### config.mk
export PLATFORM = sky130hd
export DESIGN_NAME = mul_div_unit
export DESIGN_NICKNAME = d
export VERILOG_FILES = /design/src/rtl/mul_div_unit.sv
export SDC_FILE = /design/constraint.sdc
export NUM_CORES = 1
export LEC_CHECK = 0
export ABC_AREA = 0
export BUFFER_PORTS_ARGS = -buffer_cell sky130_fd_sc_hd__buf_2
export CORE_UTILIZATION = 25
export DETAILED_ROUTE_END_ITERATION = 7
export PLACE_DENSITY = 0.36
export SLEW_MARGIN = 40
export SYNTH_ARGS = -nofsm -noshare
export SYNTH_HDL_FRONTEND = slang
export SYNTH_SLANG_ARGS = --single-unit
### constraint.sdc
create_clock -name clk_i -period 13.2 [get_ports clk_i]
set_clock_uncertainty 0.15 [all_clocks]
set_input_delay 2.64 -clock clk_i [delete_from_list [all_inputs] [get_ports clk_i]]
set_output_delay 2.64 -clock clk_i [all_outputs]
set_load 0.01 [all_outputs]
### src/rtl/mul_div_unit.sv
// Iterative RV32M multiply/divide unit: shift-add multiply, restoring divide.
// Fixed 33-cycle latency from accept to the one-cycle done pulse.
module mul_div_unit #(
    parameter int XLEN = 32
) (
    input  logic            clk_i,
    input  logic            rst_i,
    input  logic            start_i,
    input  logic [2:0]      funct3_i,
    input  logic [XLEN-1:0] RS1data_i,
    input  logic [XLEN-1:0] RS2data_i,
    input  logic [4:0]      RDaddr_i,
    output logic            busy_o,
    output logic            done_o,
    output logic [XLEN-1:0] result_o,
    output logic [4:0]      RDaddr_o,
    output logic            RegWrite_o
);

    localparam int CW = $clog2(XLEN);
    localparam logic [CW-1:0] LAST = CW'(XLEN - 1);

    typedef enum logic [1:0] {S_IDLE, S_CALC, S_DONE} state_t;

    state_t          r_state;
    state_t          w_next;
    logic [2:0]      r_op;
    logic [XLEN-1:0] r_a;
    logic [XLEN-1:0] r_b;
    logic [4:0]      r_rd;
    logic [4:0]      r_rd_out;
    logic [CW-1:0]   r_cnt;
    logic            r_fin;
    logic [XLEN-1:0] r_hi;
    logic [XLEN-1:0] r_lo;
    logic [XLEN-1:0] r_result;

    function automatic logic f_sa(input logic [2:0] op);
        return (op == 3'b001) || (op == 3'b010) || (op == 3'b100) || (op == 3'b110);
    endfunction

    function automatic logic f_sb(input logic [2:0] op);
        return (op == 3'b001) || (op == 3'b100) || (op == 3'b110);
    endfunction

    function automatic logic [XLEN-1:0] f_mag(input logic [XLEN-1:0] x, input logic sgn);
        return (sgn && x[XLEN-1]) ? -x : x;
    endfunction

    logic [XLEN-1:0] w_in_amag;
    logic [XLEN-1:0] w_in_bmag;
    logic            w_a_neg;
    logic            w_b_neg;
    logic            w_pneg;
    logic [XLEN-1:0] w_a_mag;
    logic [XLEN-1:0] w_b_mag;
    logic [XLEN-1:0] w_addend;
    logic [XLEN:0]   w_sum;
    logic [XLEN:0]   w_rem_sh;
    logic            w_ge;
    logic [XLEN-1:0] w_sub;
    logic [XLEN-1:0] w_mul_hi;
    logic [XLEN-1:0] w_quot;
    logic [XLEN-1:0] w_rem;
    logic [XLEN-1:0] w_final;

    assign w_in_amag = f_mag(RS1data_i, f_sa(funct3_i));
    assign w_in_bmag = f_mag(RS2data_i, f_sb(funct3_i));

    assign w_a_neg = f_sa(r_op) & r_a[XLEN-1];
    assign w_b_neg = f_sb(r_op) & r_b[XLEN-1];
    assign w_pneg  = w_a_neg ^ w_b_neg;
    assign w_a_mag = w_a_neg ? -r_a : r_a;
    assign w_b_mag = w_b_neg ? -r_b : r_b;

    // Multiply step: conditional add into the high half, then shift right.
    assign w_addend = r_lo[0] ? w_a_mag : '0;
    assign w_sum    = {1'b0, r_hi} + {1'b0, w_addend};

    // Divide step: shift in next dividend bit, subtract if it fits.
    assign w_rem_sh = {r_hi, r_lo[XLEN-1]};
    assign w_ge     = w_rem_sh >= {1'b0, w_b_mag};
    assign w_sub    = w_rem_sh[XLEN-1:0] - w_b_mag;

    // High word of the negated product: ~hi plus carry out of ~lo + 1.
    assign w_mul_hi = w_pneg ? (~r_hi + {{(XLEN-1){1'b0}}, (r_lo == '0)}) : r_hi;
    assign w_quot   = (r_b == '0) ? '1 : (w_pneg ? -r_lo : r_lo);
    assign w_rem    = w_a_neg ? -r_hi : r_hi;

    always_comb begin
        w_final = w_rem;
        case (r_op)
            3'b000:                 w_final = r_lo;
            3'b001, 3'b010, 3'b011: w_final = w_mul_hi;
            3'b100, 3'b101:         w_final = w_quot;
            default:                w_final = w_rem;
        endcase
    end

    always_ff @(posedge clk_i) begin
        if (rst_i) begin
            r_state <= S_IDLE;
        end else begin
            r_state <= w_next;
        end
    end

    always_comb begin
        w_next = r_state;
        unique case (r_state)
            S_IDLE:  if (start_i) w_next = S_CALC;
            S_CALC:  if (r_fin) w_next = S_DONE;
            S_DONE:  w_next = S_IDLE;
            default: w_next = S_IDLE;
        endcase
    end

    always_comb begin
        busy_o     = (r_state != S_IDLE);
        done_o     = (r_state == S_DONE);
        RegWrite_o = (r_state == S_DONE) && (r_rd_out != 5'd0);
    end

    always_ff @(posedge clk_i) begin
        if (rst_i) begin
            r_op     <= '0;
            r_a      <= '0;
            r_b      <= '0;
            r_rd     <= '0;
            r_rd_out <= '0;
            r_cnt    <= '0;
            r_fin    <= 1'b0;
            r_hi     <= '0;
            r_lo     <= '0;
            r_result <= '0;
        end else begin
            unique case (r_state)
                S_IDLE: begin
                    if (start_i) begin
                        r_op  <= funct3_i;
                        r_a   <= RS1data_i;
                        r_b   <= RS2data_i;
                        r_rd  <= RDaddr_i;
                        r_cnt <= '0;
                        r_fin <= 1'b0;
                        r_hi  <= '0;
                        r_lo  <= funct3_i[2] ? w_in_amag : w_in_bmag;
                    end
                end
                S_CALC: begin
                    if (!r_fin) begin
                        if (r_op[2]) begin
                            r_hi <= w_ge ? w_sub : w_rem_sh[XLEN-1:0];
                            r_lo <= {r_lo[XLEN-2:0], w_ge};
                        end else begin
                            r_hi <= w_sum[XLEN:1];
                            r_lo <= {w_sum[0], r_lo[XLEN-1:1]};
                        end
                        r_cnt <= r_cnt + 1'b1;
                        if (r_cnt == LAST) r_fin <= 1'b1;
                    end else begin
                        r_result <= w_final;
                        r_rd_out <= r_rd;
                        r_fin    <= 1'b0;
                    end
                end
                default: ;
            endcase
        end
    end

    assign result_o = r_result;
    assign RDaddr_o = r_rd_out;

endmodule

# Yosys cells after proc, flatten, opt, wreduce, memory -nomap -nowiden
# Index checks and enable logic that the tools add are counted.
# classes
mux	30
shift	0
div	0
n_eq_ne	16
addsub	10
order_cmp	1
n_mul	0
bitwise	4
reduce_logical	27
# ops
cell	n
two-way mux 32 bit	17
negation 32 bit	6
one-hot mux 32 bit (2 select lines)	2
one-hot mux 32 bit (3 select lines)	1
zero test 32 bit	2
adder 32 x 32 -> 33 bit	1
>= comparator 33 x 32 -> 1 bit	1
adder 32 x 1 -> 32 bit	1
NOT 32 bit	1
subtractor 32 bit	1
equality test 3 bit (second input constant)	5
logical OR 1 bit	10
two-way mux 5 bit	2
one-hot mux 5 bit (2 select lines)	1
equality test 3 x 2 -> 1 bit (second input constant)	3
AND reduction 2 bit	4
equality test 3 x 1 -> 1 bit (second input constant)	2
inequality test 2 bit (second input constant)	3
adder 5 x 1 -> 5 bit (second input constant)	1
equality test 5 bit (second input constant)	1
nonzero test 5 bit	1
two-way mux 2 bit	2
one-hot mux 2 bit (2 select lines)	1
nonzero test 2 bit	2
other kinds (12)	17
# word_totals
romBits	0
latchBits	0
in_bits	75
word_cells	99
ram_bits	0
n_memories	0
output_inout_bits	40
regBits	181

# Depth between registers and ports, before layout
# Gate-level depths: netlist of run 1.
# depth
ltp_word	11
ltp_mapped	22
ltp_nobuf	19

# Least setup slack after synthesis of run 1
# No wires, ideal clock.
# synth_path
path_type	input-to-reg
startpoint	input port RS2data_i[2]
endpoint	register r_lo[30]
setup_ns	0.059
arrival_ns	4.781
path_stages	9
required_time_ns	12.991
path_buffers	0
slack_ns	8.210
path_cell_list	nor3_1 > and4b_1 > nor4bb_1 > a31oi_1 > nor2b_1 > xor2_1 > a221oi_1 > o21ai_0 > nand2_1
# synth_between
elab_chain_len	5
# synth_lines
item	line_no	rtl
from (decl)	11	input logic [XLEN-1:0] RS2data_i,
negation 32 bit	47	return (sgn && x[XLEN-1]) ? -x : x;
two-way mux 32 bit	47	
two-way mux 32 bit	147	r_lo <= funct3_i[2] ? w_in_amag : w_in_bmag;
two-way mux 32 bit	139	if (start_i) begin
one-hot mux 32 bit (2 select lines)	137	unique case (r_state)
to (signal assigned)	147	
to (signal assigned)	154	r_lo <= {r_lo[XLEN-2:0], w_ge};
to (signal assigned)	157	r_lo <= {w_sum[0], r_lo[XLEN-1:1]};
to (decl)	35	logic [XLEN-1:0] r_lo;
# No other way between the ends. The select of a mux whose other input is x is not followed.
# A chain may end at the register's enable or synchronous reset.

# Worst setup path after layout of run 1
# layout_path
startpoint	register r_op[2]
endpoint	register r_hi[21]
# layout_between
elab_chain_len	11
word_cells_on_any_way	21
classes_between	add/sub: 2; order compare: 1; eq/ne: 4; mux: 7; bitwise: 2; reduce/logical: 5
# layout_lines
item	line_no	rtl
from (decl)	27	logic [2:0] r_op;
from (signal assigned)	140	r_op <= funct3_i;
equality test 3 x 1 -> 1 bit / equality test 3 x 2 -> 1 bit (equally long branches)	39, 43	
logical OR 1 bit (3 in series)	39	return (op == 3'b001) || (op == 3'b010) || (op == 3'b100) || (op == 3'b110);
AND 1 bit	70	assign w_a_neg = f_sa(r_op) & r_a[XLEN-1];
two-way mux 32 bit	73	assign w_a_mag = w_a_neg ? -r_a : r_a;
two-way mux 32 bit	77	assign w_addend = r_lo[0] ? w_a_mag : '0;
adder 32 x 32 -> 33 bit	78	assign w_sum = {1'b0, r_hi} + {1'b0, w_addend};
two-way mux 32 bit *	152	if (r_op[2]) begin
two-way mux 32 bit *	151	if (!r_fin) begin
one-hot mux 32 bit (2 select lines) *	137	
to (signal assigned)	153	r_hi <= w_ge ? w_sub : w_rem_sh[XLEN-1:0];
to (signal assigned)	156	r_hi <= w_sum[XLEN:1];
to (decl)	34	logic [XLEN-1:0] r_hi;
# Every way passes the cells marked *; elsewhere a longest branch is shown, timed or not. The select of a mux whose other input is x is not followed.

==> flow_metrics.py, run 1 <==
metrics = {
    "cts": {
        "cts.sinks": 181,
        "cts_buffers": 17,
        "insertion_delay_ps": 510,
        "post_cts.repair.setup_buffers": 0,
        "cts_buffer_depth": 2,
        "cts_tree": "built",
        "clk_pin_slew_worst_paths_ps": 80,
        "ctsRootBufferMaster": "clkbuf_16",
        "htree_levels": 4,
        "cts_hold_buffers": 0,
        "ctsResizeCount": 0,
    },
    "timing": {
        "clock.fmax_mhz": 163,
        "final_hold_viol_count": 0,
        "period_minus_slack_ps": 6120,
        "setup_violations": 0,
        "worst_slew_pin_slew_ps": 863,
        "final.setup.tns_ps": 0,
        "drv_slew": 0,
        "timing.hold.ws_ps": 302,
        "finalCritPeriodShare_pct": 46.4,
        "fin_ws_ps": 7080,
        "rsz0062_at_grt": "no",
        "slew_headroom_pct": 42.1,
    },
    "route": {
        "post-route-drc-count": 0,
        "vias": 17410,
        "first_iter_violations": 1232,
        "firstDrtPassIters": 5,
        "drt-total-wl_microns": 77000,
        "detail_route.vias_per_cell": 5.41,
        "ant_nets": 0,
        "wire_per_inst_microns": 23.9,
    },
    "critical_path": {
        "worstPathRequired_ps": 13430,
        "crit_path_start_kind": "flop",
        "ff2ff_setup_slack_ps": 7080,
        "r2r_cells": 16,
        "worstPathMaxFanout": 55,
        "rr_startpoint": "r_op[2]",
        "r2r-end": "r_hi[21]",
        "arrival_ps": 6360,
        "cp-end-kind": "flop",
        "crit_type": "flop to flop",
    },
    "min_path": {
        "holdCritPathClass": "flop to flop",
        "min_path_cells": 2,
        "hold_end": "result_o[14]",
        "holdCritStartpoint": "result_o[14]",
    },
    "power": {
        "peakVddDrop_uv": 105,
        "power_leakage_nw": 7.25,
        "p_per_area_nw_per_um2": 96.8,
    },
    "logic_synthesis": {
        "yosysTopAreaCellShare_pct": 21.9,
        "ys_seq_elements": 181,
        "synth_edf_count": 0,
        "muxShareOfSynthArea_pct": 2.74,
        "synthCells": 2349,
        "synth_ff_type": "dfxtp_1",
        "ys_warn_count": 0,
        "yosys.area_share.adder_pct": 5.84,
        "yosys.area_share.simple_pct": 23.4,
        "async_flop_share_pct": 0,
        "synth.avg_cell_area_sq_um": 7.05,
        "synth_area_leader_cell": "dfxtp_1",
        "synth_compound_area_share_pct": 28.6,
        "synth_area_leaders": "dfxtp_1 (22%), a21oi_1 (8.2%), nand2_1 (7.3%)",
        "syn_nets": 2500,
        "syn_area_sq_um": 16600,
        "synth_top_family_by_area": "compound AO/OA/AOI/OAI gates",
        "synthXorXnorAreaFrac_pct": 12.4,
        "ys_seq_area_share_pct": 21.9,
        "synthDistinctLibCells": 85,
    },
    "floorplan": {
        "dieWidth_microns": 259,
        "core_sq_um": 64900,
        "row_count": 93,
        "dieArea_sq_um": 67200,
        "num_io_pins": 115,
        "die_h_microns": 259,
        "start_util_pct": 25.5,
    },
    "flow_run": {
        "max_cap_violations": 0,
    },
    "grt": {
        "grt_pass1_vias": 16624,
        "grt_use_total_pct": 22.7,
        "antenna_found_initial": 0,
        "grtUsageMet1_pct": 31.7,
        "grt_pass1_wl_microns": 114000,
        "grt_start_max_net_pins": 78,
        "use_met2_pct": 36.5,
        "met3_usage_pct": 3.02,
        "grt_overflow": 0,
        "grt.busiest_layer": "met2",
    },
    "outcome": {
        "status": "complete, no violations",
    },
    "layout": {
        "antenna_cells": 0,
        "final_nets": 2500,
        "areaGrowthSynthToFinish_pct": 11.9,
        "drive_gt1_share_pct": 9.99,
        "regArea_sq_um": 3630,
        "final_cell_count_no_fill": 3217,
        "multi_input_area_sq_um": 12100,
        "fillers": 7251,
    },
    "place": {
        "place_inst": 3184,
        "place_congestion": 0.902,
        "hpwl_microns": 60300,
        "post-place-ws_ps": 6730,
        "numPortBuffers": 114,
    },
}
sequential cells by signal, summed over array words and instances, names as in the netlist:
name      count
r_hi         32
r_lo         32
RDaddr_o      5
r_state       2
r_op          3
r_rd          5
result_o     32
r_a          32
r_fin         1
r_cnt         5
r_b          32
metal layers:
metal | vias up | part of all wire [%]
li1 | 8416 | -
met1 | 8486 | 48
met2 | 443 | 46
met3 | 65 | 4.4
met4 | 0 | 2.0
met5 | - | 0
cells in the final DEF (no fill, tap or decap), drive strengths merged, types with 43 or more instances in the layout:
cell type / synthesis / routed
o21ai: 170 / 170
mux2i: 43 / 43
a21oi: 272 / 272
inv: 42 / 50
nor3: 63 / 63
xor2: 109 / 109
ha: 74 / 74
xnor2: 125 / 125
nand2: 322 / 322
buf: 22 / 154
dfxtp: 181 / 181
nor2: 230 / 230
a211oi: 46 / 46
power by group:
| part | internal [mW] | switching [mW] | total [mW] |
|---|---|---|---|
| clock network | 0.280 | 0.278 | 0.559 |
| logic | 0.205 | 0.393 | 0.597 |
| registers | 0.573 | 0.0630 | 0.636 |
per-stage QoR:
step           cell area, sq um  total power, mW  util [%]
2_1_floorplan             16600             1.02         -
3_5_place_dp              17800             1.24      27.5
6_report                  18500             1.79      28.5
5_1_grt                   18500             1.89      28.5
3_3_place_gp              17800             1.24      27.4
4_1_cts                   18500             1.81      28.4
cells in the mapped netlist (all sizes together) (5+ instances only):
cell type    n
a31oi       13
ha          74
and2        16
a2111oi      5
xnor2      125
or4         13
dfxtp      181
nor4        29
and4         5
nand3b       9
and3        15
o31a         5
nand3       33
or3         21
nor2       230
inv         42
a22o         5
clkbuf     151
nand2      322
o41ai        9
buf         22
mux2i       43
nor3        63
xor2       109
o21bai       6
a22oi       20
nor3b        6
a211oi      46
nor2b       14
o211ai      25
a21oi      272
a21boi       5
nand4       17
a21o        38
o31ai       37
nand2b      28
a221oi      15
or2         10
o21ai      170
o221ai      14
o22ai       15
a311oi      12
o21a        13
cell type report:
class	count	share of cell area, %
Inverter	42	0.851
Tap cell	855	5.78
Clock inverter	14	1.05
Sequential cell	181	19.6
Timing Repair Buffer	154	4.82
Multi-Input combinational cell	1953	65.5
Clock buffer	18	2.37
cells by family after synthesis:
logic type	Yosys count
buf+inv	215
fa+ha+maj	76
flops	181
xor+xnor	234
mux	45
simple gates	839
compound gates	759
how the worst max path moves through the flow:
| stage | startpoint | endpoint | slack [ps] | depth (start not counted) |
|---|---|---|---|---|
| floorplan | RS2data_i[2] | r_lo[30] | 8210 | 9 |
| finish | r_op[2] | r_hi[21] | 7080 | 16 |
| CTS | r_op[2] | r_hi[21] | 6710 | 16 |
| detailed placement | r_op[2] | r_hi[21] | 6730 | 16 |
| global route | r_op[2] | r_hi[21] | 6660 | 16 |
| global placement | r_op[2] | r_hi[21] | 6830 | 16 |
critical path: stages, from the launching register on:
cell      delay, ps
dfxtp_4         630
buf_4           560
mux2_2          380
and2_1          570
o21ai_0         260
xor2_1          220
ha_1            390
and3_1          200
o21a_1          170
a311oi_1        400
o32ai_2         240
a21oi_1         320
a22o_2          510
buf_4           450
mux2_2          390
nand3_1          90
nand2_1          50
Note: power is estimated with default switching activity, not from simulation.
==> run 2, diff against run 1 <==
PLACE_DENSITY = 0.37   (was 0.36)
clock period = 5.25 ns   (was 13.2 ns; I/O delays follow)
==> flow_metrics.py, run 2 (synthesis gave the netlist of run 1 again) <==
metrics = {
    "cts": {
        "cts.sinks": 181,
        "cts_buffer_depth": 2,
        "cts_tree": "built",
        "cts_hold_buffers": 0,
        "ctsRootBufferMaster": "clkbuf_16",
        "clk_pin_slew_worst_paths_ps": 80,
        "post_cts.repair.setup_buffers": 0,
        "cts_buffers": 17,
        "ctsResizeCount": 0,
        "htree_levels": 4,
        "insertion_delay_ps": 510,
    },
    "critical_path": {
        "arrival_ps": 5120,
        "worstPathRequired_ps": 5460,
        "path_delay_family": "simple AND/OR/NAND/NOR gates",
        "cp-end-kind": "flop",
        "slowest_stage": "or4_1",
        "crit_type": "flop to flop",
        "worstPathMaxFanout": 5,
        "worstPathCellList": "or4_1, nor4_2, nor3b_1, nand3_1, nor4b_2, ha_1, nor3b_1, and2_1, nand2_1, o31ai_1, xnor2_1, a221oi_1, a311oi_1",
        "path_buf_inv": 0,
        "cp_slowest_stage_delay_ps": 640,
        "cpMostUsedCell": "nor3b_1",
        "crit_path_start_kind": "flop",
    },
    "route": {
        "detail_route.vias_per_cell": 5.40,
        "first_iter_violations": 1452,
        "wire_per_inst_microns": 23.3,
        "vias": 17621,
        "firstDrtPassIters": 5,
        "post-route-drc-count": 0,
        "ant_nets": 0,
        "drt-total-wl_microns": 76000,
    },
    "layout": {
        "finalCoreUtilization_pct": 29.2,
        "drive_gt1_share_pct": 12.0,
        "areaGrowthSynthToFinish_pct": 14.5,
        "final_nets": 2548,
        "final_cell_mix": "nand2_1 (320), a21oi_1 (269), nor2_1 (224), dfxtp_1 (180), o21ai_0 (164)",
        "final_common_cell": "nand2_1",
        "antenna_cells": 0,
        "design_area_sq_um": 18900,
    },
    "flow_run": {
        "max_cap_violations": 0,
    },
    "floorplan": {
        "core_sq_um": 64900,
        "row_count": 93,
        "dieArea_sq_um": 67200,
        "start_util_pct": 25.5,
        "dieWidth_microns": 259,
        "num_io_pins": 115,
        "die_h_microns": 259,
    },
    "place": {
        "post-place-ws_ps": 94.4,
        "numPortBuffers": 114,
        "hpwl_microns": 60300,
        "placed_cell_area_sq_um": 18200,
        "place_congestion": 0.918,
    },
    "grt": {
        "grt_pass1_wl_microns": 112000,
        "grt_use_total_pct": 22.5,
        "antenna_found_initial": 1,
        "grt_pass1_vias": 16868,
        "grt_overflow": 0,
        "grt_start_max_net_pins": 77,
    },
    "timing": {
        "period_minus_slack_ps": 4900,
        "clock.fmax_mhz": 204,
        "final_hold_viol_count": 0,
        "worst_slew_pin_slew_ps": 845,
        "setup_violations": 0,
        "final.setup.tns_ps": 0,
        "finalCritPeriodShare_pct": 93.4,
        "fin_ws_ps": 346,
        "slew_headroom_pct": 43.7,
        "drv_slew": 0,
    },
    "power": {
        "p_per_area_nw_per_um2": 240,
        "pwr-share-clk_pct": 29.9,
        "p_int_mw": 2.68,
        "switchingPower_mw": 1.88,
        "power_leakage_nw": 7.50,
        "seq_power_share_pct": 34.3,
        "combPwrFrac_pct": 35.8,
        "peakVddDrop_uv": 283,
        "switching_share_pct": 41.2,
    },
    "outcome": {
        "status": "complete, no violations",
    },
    "min_path": {
        "holdCritPathClass": "flop to flop",
    },
}
run 2: changes by cell type in the layout (fill, tap and decap cells not counted), sizes merged:
cell / previous run / this run
inv: 50 / 48
buf: 154 / 202
clkinvlp: 0 / 1
clkinv: 5 / 7
bufinv: 1 / 0
run 2: metrics by stage:
stage	power [mW]	cells	hold WS, ps
3_5_place_dp	3.19	3232	296
3_3_place_gp	3.19	3232	287
2_1_floorplan	2.56	2349	282
4_1_cts	4.57	3264	306
5_1_grt	4.80	3265	326
6_report	4.55	3265	301
run 2: worst register-to-register path: cells and delay by family, from the launching register on:
| kind | cells | cell delay, ps |
|---|---|---|
| and+or+nand+nor | 8 | 2880 |
| AOI/OAI and AO/OA | 3 | 1030 |
| DFF | 1 | 310 |
| adders and majority gates | 1 | 240 |
| xor gates and xnor gates | 1 | 160 |
run 2: path summary, 6_finish.rpt:
kind                              startpoint  depth (start not counted)  slack (ps)           end
worst min-delay path            result_o[19]                          2         300  result_o[19]
worst max-delay path                r_lo[14]                         13         350  result_o[11]
worst max register to register      r_lo[14]                         13         350  result_o[11]
worst min register to register  result_o[19]                          2         300  result_o[19]
run 2: cell type report:
class | count | area [sq um]
fill | 7244 | 46000
multi-input combinational | 1953 | 12200
sequential | 181 | 3630
timing repair buffer | 202 | 1290
tap | 855 | 1070
clock buffer | 18 | 439
clock inverter | 14 | 163
inverter | 42 | 158
run 2: per-layer routing:
| metal | global-route usage (%) | vias up | share of wire, % |
|---|---|---|---|
| met5 | 0 | - | 0 |
| met4 | 7.42 | 0 | 2.8 |
| met3 | 3.41 | 77 | 5.4 |
| met2 | 34.9 | 554 | 44 |
| met1 | 31.4 | 8445 | 47 |
| li1 | - | 8545 | - |
run 2: power by group through the flow:
stage          clock, mW  sequential [mW]  combinational [mW]
2_1_floorplan          0             1.53                1.03
3_3_place_gp           0             1.59                1.60
3_5_place_dp           0             1.59                1.60
4_1_cts             1.41             1.55                1.61
5_1_grt             1.46             1.57                1.77
6_report            1.36             1.56                1.63
==> run 3, diff against run 2 <==
--- a/config.mk
+++ b/config.mk
@@ -9,2 +9,3 @@
 export BUFFER_PORTS_ARGS = -buffer_cell sky130_fd_sc_hd__buf_2
+export CAP_MARGIN = 20
 export CORE_UTILIZATION = 25
@@ -12,2 +13,3 @@
 export PLACE_DENSITY = 0.37
+export SKIP_LAST_GASP = 1
 export SLEW_MARGIN = 40
--- a/constraint.sdc
+++ b/constraint.sdc
@@ -4,2 +4,2 @@
 set_output_delay 1.05 -clock clk_i [all_outputs]
-set_load 0.01 [all_outputs]
+set_load 0.1 [all_outputs]
==> flow_metrics.py, run 3 (synthesis gave the netlist of run 1 again) <==
metrics = {
    "timing": {
        "setup_violations": 0,
        "drv_slew": 0,
        "worst_slew_pin_slew_ps": 853,
        "finalCritPeriodShare_pct": 95.1,
        "fin_ws_ps": 255,
        "slew_headroom_pct": 43.1,
        "final_hold_viol_count": 0,
        "period_minus_slack_ps": 4990,
        "rsz0062_at_grt": "yes",
        "clock.fmax_mhz": 200,
    },
    "power": {
        "switchingPower_mw": 1.88,
        "pwr-share-clk_pct": 29.9,
        "power_leakage_nw": 7.50,
        "p_per_area_nw_per_um2": 241,
        "peakVddDrop_uv": 283,
        "p_int_mw": 2.68,
        "switching_share_pct": 41.3,
        "combPwrFrac_pct": 35.8,
        "p_total_mw": 4.56,
        "seq_power_share_pct": 34.3,
    },
    "min_path": {
        "hold_end": "result_o[19]",
        "min_path_cells": 2,
        "holdCritPathClass": "flop to flop",
        "holdCritStartpoint": "result_o[19]",
    },
    "cts": {
        "clk_pin_slew_worst_paths_ps": 80,
        "cts_tree": "built",
        "htree_levels": 4,
        "cts_buffer_depth": 2,
        "cts_hold_buffers": 0,
        "cts.sinks": 181,
        "post_cts.repair.setup_buffers": 0,
        "insertion_delay_ps": 510,
        "ctsRootBufferMaster": "clkbuf_16",
        "cts_buffers": 17,
    },
    "grt": {
        "antenna_found_initial": 1,
        "grt_overflow": 0,
        "grt_pass1_vias": 16868,
        "grt_use_total_pct": 22.5,
        "grt_pass1_wl_microns": 112000,
        "grt_start_max_net_pins": 77,
    },
    "route": {
        "first_iter_violations": 1453,
        "drt-total-wl_microns": 76100,
        "vias": 17569,
        "detail_route.vias_per_cell": 5.38,
        "wire_per_inst_microns": 23.3,
        "ant_nets": 0,
        "post-route-drc-count": 0,
        "firstDrtPassIters": 7,
    },
    "place": {
        "placed_cell_area_sq_um": 18200,
        "place_inst": 3232,
        "hpwl_microns": 60300,
        "place_congestion": 0.918,
        "post-place-ws_ps": 94.4,
        "numPortBuffers": 114,
    },
    "floorplan": {
        "row_count": 93,
        "core_sq_um": 64900,
        "dieArea_sq_um": 67200,
        "dieWidth_microns": 259,
        "num_io_pins": 115,
        "start_util_pct": 25.5,
        "die_h_microns": 259,
    },
    "layout": {
        "final_cell_mix": "nand2_1 (320), a21oi_1 (269), nor2_1 (225), dfxtp_1 (180), o21ai_0 (164)",
        "areaGrowthSynthToFinish_pct": 14.4,
        "design_area_sq_um": 18900,
        "drive_gt1_share_pct": 12.0,
        "final_nets": 2548,
        "final_common_cell": "nand2_1",
        "antenna_cells": 0,
        "final_cell_count_no_fill": 3265,
    },
    "critical_path": {
        "arrival_ps": 5230,
        "crit_path_start_kind": "flop",
        "r2r-end": "result_o[23]",
        "worstPathRequired_ps": 5480,
        "crit_type": "flop to flop",
        "ff2ff_setup_slack_ps": 260,
        "r2r_cells": 14,
        "worstPathMaxFanout": 5,
        "cp-end-kind": "flop",
        "rr_startpoint": "r_lo[14]",
    },
    "flow_run": {
        "max_cap_violations": 0,
    },
    "outcome": {
        "status": "complete, no violations",
    },
}
[run 3: layout make-up]
class / count / area [sq um]
Clock buffer: 18 / 439
Clock inverter: 14 / 163
Fill cell: 7241 / 46000
Inverter: 42 / 158
Multi-Input combinational cell: 1953 / 12200
Sequential cell: 181 / 3630
Tap cell: 855 / 1070
Timing Repair Buffer: 202 / 1290
[run 3: power groups by stage]
stage | clock network [mW] | logic [mW] | registers (mW)
2_1_floorplan | 0 | 1.03 | 1.53
3_3_place_gp | 0 | 1.61 | 1.59
3_5_place_dp | 0 | 1.61 | 1.59
4_1_cts | 1.41 | 1.61 | 1.55
5_1_grt | 1.46 | 1.77 | 1.57
6_report | 1.36 | 1.63 | 1.56
[run 3: worst max path at each step]
| stage | startpoint | to | slack (ps) | depth (start not counted) |
|---|---|---|---|---|
| 4_1_cts | r_lo[14] | result_o[23] | 60 | 14 |
| 3_5_place_dp | r_lo[14] | result_o[23] | 90 | 14 |
| 2_1_floorplan | r_b[2] | r_hi[19] | 750 | 21 |
| 5_1_grt | r_b[2] | r_hi[7] | -20 | 20 |
| 6_report | r_lo[14] | result_o[23] | 260 | 14 |
| 3_3_place_gp | r_lo[2] | result_o[23] | 220 | 14 |
[run 3: through the flow]
step	TNS (ps)	hold slack, ps	util [%]
finish	0	301	29.2
global route	-58.8	326	29.2
CTS	0	306	29.0
detailed placement	0	296	28.1
global placement	0	287	28.1
floorplan	0	282	-
[run 3: critical path, cell delays in order, from the launching register on]
cell and delay [ps]:
dfxtp_1 310, or4_1 640, nor4_2 310, nor3b_1 380
nand3_1 300, nor4b_2 380, ha_1 240, nor3b_1 410
and2_1 280, nand3_1 220, nor2_1 360, a21oi_1 130
xor2_1 220, a221oi_1 110, a2111oi_1 420
[run 3: what timing repair did]
action                                  in CTS  in global routing
endpoints found under the setup margin       0                 39
hold endpoints to repair                     0                  0
gates resized for setup                      0                  9
[run 3: routing by layer]
layer / vias to the layer above / wire [microns] / global-route usage [%]
met2: 538 / 33700 / 34.9
met3: 75 / 3930 / 3.41
li1: 8547 / - / -
met5: - / 0 / 0
met4: 0 / 2090 / 7.42
met1: 8409 / 36300 / 31.4
